[src/rtl/corefifo_wr_stage.sv]
// Write-side ingress stage for COREFIFO: a 2-entry skid buffer that registers s_ready
// and drives the FIFO write port, with a registered write acknowledge and a write count.
module corefifo_wr_stage #(
  parameter int WWIDTH    = 10,
  parameter int CNT_WIDTH = 16
) (
  input  logic                 wr_clk,
  input  logic                 sresetn_wclk,
  input  logic                 s_valid,
  input  logic [WWIDTH-1:0]    s_din,
  output logic                 s_ready,
  output logic [WWIDTH-1:0]    fifo_din,
  output logic                 fifo_we,
  input  logic                 fifo_full,
  output logic                 wr_ack,
  output logic [CNT_WIDTH-1:0] wr_count,
  output logic [1:0]           occupancy
);

  typedef enum logic [1:0] {
    ST_EMPTY = 2'd0,
    ST_ONE   = 2'd1,
    ST_TWO   = 2'd2
  } state_t;

  state_t               state_q, state_d;
  logic [WWIDTH-1:0]    main_q, main_d;
  logic [WWIDTH-1:0]    skid_q, skid_d;
  logic                 s_ready_q, s_ready_d;
  logic                 wr_ack_q, wr_ack_d;
  logic [CNT_WIDTH-1:0] wr_count_q, wr_count_d;
  logic                 main_valid;
  logic                 push;
  logic                 pop;

  always_comb begin
    main_valid = (state_q != ST_EMPTY);
    push       = s_valid & s_ready_q;
    pop        = main_valid & ~fifo_full;
  end

  always_comb begin
    state_d = state_q;
    main_d  = main_q;
    skid_d  = skid_q;
    case (state_q)
      ST_EMPTY: begin
        if (push) begin
          main_d  = s_din;
          state_d = ST_ONE;
        end
      end
      ST_ONE: begin
        if (push && pop) begin
          main_d = s_din;
        end else if (push) begin
          skid_d  = s_din;
          state_d = ST_TWO;
        end else if (pop) begin
          state_d = ST_EMPTY;
        end
      end
      ST_TWO: begin
        // s_ready is low here, so only the skid-to-main move can happen
        if (pop) begin
          main_d  = skid_q;
          state_d = ST_ONE;
        end
      end
      default: state_d = ST_EMPTY;
    endcase
    s_ready_d  = (state_d != ST_TWO);
    wr_ack_d   = pop;
    wr_count_d = wr_count_q + {{(CNT_WIDTH-1){1'b0}}, pop};
  end

  always_ff @(posedge wr_clk) begin
    if (!sresetn_wclk) begin
      state_q    <= ST_EMPTY;
      main_q     <= '0;
      s_ready_q  <= 1'b0;
      wr_ack_q   <= 1'b0;
      wr_count_q <= '0;
    end else begin
      state_q    <= state_d;
      main_q     <= main_d;
      s_ready_q  <= s_ready_d;
      wr_ack_q   <= wr_ack_d;
      wr_count_q <= wr_count_d;
    end
  end

  // Skid data is only ever read while qualified by state, so it carries no reset
  always_ff @(posedge wr_clk) begin
    skid_q <= skid_d;
  end

  always_comb begin
    occupancy = 2'd0;
    case (state_q)
      ST_ONE:  occupancy = 2'd1;
      ST_TWO:  occupancy = 2'd2;
      default: occupancy = 2'd0;
    endcase
  end

  assign fifo_we  = pop;
  assign fifo_din = main_q;
  assign s_ready  = s_ready_q;
  assign wr_ack   = wr_ack_q;
  assign wr_count = wr_count_q;

endmodule
[config.mk]
export PLATFORM = sky130hd
export DESIGN_NAME = corefifo_wr_stage
export DESIGN_NICKNAME = d
export VERILOG_FILES = /design/src/rtl/corefifo_wr_stage.sv
export SDC_FILE = /design/constraint.sdc
export NUM_CORES = 1
export LEC_CHECK = 0
export ABC_AREA = 1
export CAP_MARGIN = 10
export CORE_MARGIN = 3
export CORE_UTILIZATION = 49
export CTS_BUF_LIST = sky130_fd_sc_hd__clkbuf_8 sky130_fd_sc_hd__clkbuf_16
export DETAILED_ROUTE_END_ITERATION = 6
export MAX_ROUTING_LAYER = met4
export PLACE_DENSITY = 0.9
export SYNTH_ARGS = -nofsm -noshare
export SYNTH_HDL_FRONTEND = slang
export SYNTH_SLANG_ARGS = --single-unit
[constraint.sdc]
create_clock -name wr_clk -period 4.2 [get_ports wr_clk]
set_input_delay 0.84 -clock wr_clk [delete_from_list [all_inputs] [get_ports wr_clk]]
set_output_delay 0.84 -clock wr_clk [all_outputs]
set_load 0.05 [all_outputs]
==> summary.md <==
| Metric | Value |
|---|---|
| CP Launch Point | fifo_full |
| Syn Area/Cell | 7.38 um2 |
| Worst slew pin tran | between 0.5 and 0.6 ns |
| Leak | about 1.0 nW |
| Crit Path Max Fanout | 4 |
| Combinational power share | 0.165 |
| Postcts setup bufs | 0 |
| VDD IR max | 0.258 mV |
| Starting DRC count in detailed routing | around 110 |
| IO Port Bufs | 44 |
| Clk buf depth | 2 |
| Number of clock sinks | 40 |
| Synth Area in XOR/XNOR | 0.0147 |
| Hold-fix buffers, CTS | 0 |
| Layout overhead on the synthesized area | 31.2% |
| Synthesized flop and latch total | 40 |
| Root Driver | clkbuf_8 |
| Flop pwr share | 0.518 |
| Clock-pin slew on the worst setup and hold paths | 0.07 ns |
| Post-route DRC violation count | 0 |
| Post-synth EDFFs | 10 |
| Sw Share | 0.270 |
| Fin. max-slew vios | 0 |
| Status | completed |
| Vias per Instance | 4.61 |
| Main combinational cell family by area after synthesis | simple AND/OR/NAND/NOR gates |
| Post-synth net total | 258 |
| H-tree depth | 2 |
| Most common cell after layout, fill and taps aside | nand2_1 |
| Critical Path RT | 3.36 ns |
| Final hold violation count | 0 |
| Final setup TNS | 0 ns |
| Routed wire length | between 3 and 4 mm |
| Adder-Cell Fraction of Synth Area | 0.0140 |
| Slew headroom | 0.661 |
| Layout cells sized above 1 | 0.0519 |
| Clock power frac | 0.316 |
| Setup slack at placement | 1.06 ns |
| Distinct cells, synth | 23 |
| WS Path Type | input pin to primary output |
| GR Overflow Total | 0 |
| Final setup vio count | 0 |
| DP HPWL | 2.66 mm |
| Diode count | 0 |
| Initial antenna violation count | 0 |
| Mean routed wirelength per cell | between 10 and 15 um |
| I/O pins | 45 |
| Antenna-violating nets left | 0 |
| Syn. warnings | 0 |
| Post-synthesis sequential area ratio | 0.504 |
| Core area | 0.00342 mm2 |
| First-pass GRT wire length | 6.00 mm |
| CP startpoint kind | input pin |
| Clock Latency Late Sink | 0.29 ns |
| CTS tree | done |
| R2R Path Start | state_q[1]$_SDFF_PN0_ |
| Int Pwr | 584 uW |
| FFs w/ async S/R, synth | 0 |
| Die height | approximately 66 um |
| Hold Path Class | flop to flop |
| WP data arrival | 2.32 ns |
| 1st-pass router iterations | 4 |
| Post-Syn Instances | 242 |
| Pin count of the biggest net entering global routing | 22 |
| Compound-Gate Fraction of Synth Area | 0.0413 |
| MaxCap Viol Count | 0 |
| RSZ-0062 raised after global routing | false |
| Total CTS buffers | 5 |
| CP Capture Type | primary output |
| Final net count | 304 |
| Die W | 66.4 um |
| Total GRT Usage | 0.186 |
| Simple-Gate Fraction of Synth Area | 0.328 |
| Psw | approximately 220 uW |
| Post-cts resize count | 0 |
| Hold path startpoint | wr_count[4]$_SDFF_PN0_ |
| Final worst path period share | 0.751 |
| Tmin final | 3.16 ns |
| Site row count | 21 |
| P per Cell Area | 341 mW/mm2 |
| Maximum clock frequency | 317 MHz |
| Post-synthesis mux area share | 0 |
| Ys flop type | dfxtp_1 |
| Vias after detailed routing | 1543 |
| Worst Setup Slack, final | 1.04 ns |
| Clock skew | about 0.0024 ns |
| Die footprint | about 0.0044 mm2 |
| Commonest non-fill, non-tap cells in the layout | 83 x nand2_1, 44 x nor2_1, 44 x clkdlybuf4s50_1, 34 x inv_1, 30 x dfxtp_1 |
| Initial core utilization | 0.523 |
| Number of global-route vias before repair | 1367 |
| Placer congestion estimate | 0.859 |
| Post-synthesis instance area | roughly 0.0018 mm2 |
==> per-stage QoR <==
| stage | hold slack [ns] | power (mW) | std cells | util | area, um2 |
|---|---|---|---|---|---|
| after floorplan | 0.515 | 0.513 | 242 | - | 1790 |
| after global placement | 0.468 | 0.554 | 327 | 0.660 | 2250 |
| after detailed placement | 0.479 | 0.556 | 327 | 0.660 | 2250 |
| after CTS | 0.490 | 0.806 | 335 | 0.686 | 2340 |
| after global routing | 0.521 | 0.838 | 335 | 0.686 | 2340 |
| final | 0.492 | 0.800 | 335 | 0.686 | 2340 |
==> flip-flops by register name (all words and copies together), names as in the netlist <==
signal    cells
fifo_din     10
s_ready       1
skid_q       10
state_q       2
wr_ack        1
wr_count     16
==> cell type report <==
type / count / area (um2)
flip-flops and latches: 40 / 901
inverters: 33 / 124
well taps: 46 / 57.6
fillers: 290 / 1070
clock buffers: 6 / 82.6
clock inverters: 2 / 7.51
repair buffers: 46 / 455
multi-input cells: 162 / 717
==> path summary, 6_finish.rpt <==
path	to	slack [ns]	depth (start not counted)
worst max-delay path	fifo_we	1.04	3
worst min-delay path	wr_count[4]$_SDFF_PN0_	0.49	2
worst max register to register	wr_count[12]$_SDFF_PN0_	2.29	10
worst min register to register	wr_count[4]$_SDFF_PN0_	0.49	2
==> cells by family (layout without fill, tap and decap cells) <==
| group | count (synthesis) | in the layout |
|---|---|---|
| xor+xnor | 3 | 3 |
| buf+inv | 40 | 87 |
| fa+ha+maj | 2 | 2 |
| compound gates | 12 | 12 |
| simple gates | 145 | 145 |
| flops | 40 | 40 |
==> critical path, cell delays in order <==
cell	delay, ns
clkdlybuf4s50_1	0.46
nor2_1	0.19
clkdlybuf4s50_1	0.83
==> synthesized netlist by cell type (2+ instances only) <==
| library cell | n | area (um2) |
|---|---|---|
| dfxtp_1 | 30 | 601 |
| xnor2_1 | 3 | 26.3 |
| o21ai_0 | 3 | 15.0 |
| nor2_1 | 44 | 165 |
| nand4_1 | 2 | 12.5 |
| buf_2 | 2 | 10.0 |
| nor3_1 | 2 | 10.0 |
| buf_4 | 2 | 15.0 |
| buf_6 | 2 | 22.5 |
| edfxtp_1 | 10 | 300 |
| nand2_1 | 83 | 312 |
| ha_1 | 2 | 25.0 |
| inv_1 | 32 | 120 |
| nand3_1 | 8 | 40.0 |
| a21oi_1 | 8 | 40.0 |
| nor2_2 | 2 | 12.5 |
==> power groups by stage <==
stage | combinational (mW) | clock [mW] | sequential [mW]
3_5_place_dp | 0.133 | 0 | 0.423
5_1_grt | 0.144 | 0.279 | 0.416
2_1_floorplan | 0.0517 | 0 | 0.461
6_report | 0.132 | 0.253 | 0.415
4_1_cts | 0.133 | 0.258 | 0.415
3_3_place_gp | 0.131 | 0 | 0.423
==> metal layers <==
layer  vias up  global-route usage  wire [um]
met1       678               0.220       1700
met2        34               0.294       1710
met3         8              0.0510        181
li1        823                   -          -
met5         -                   -          0
met4         0              0.0838         87
Power figures use the tool's default switching activity.
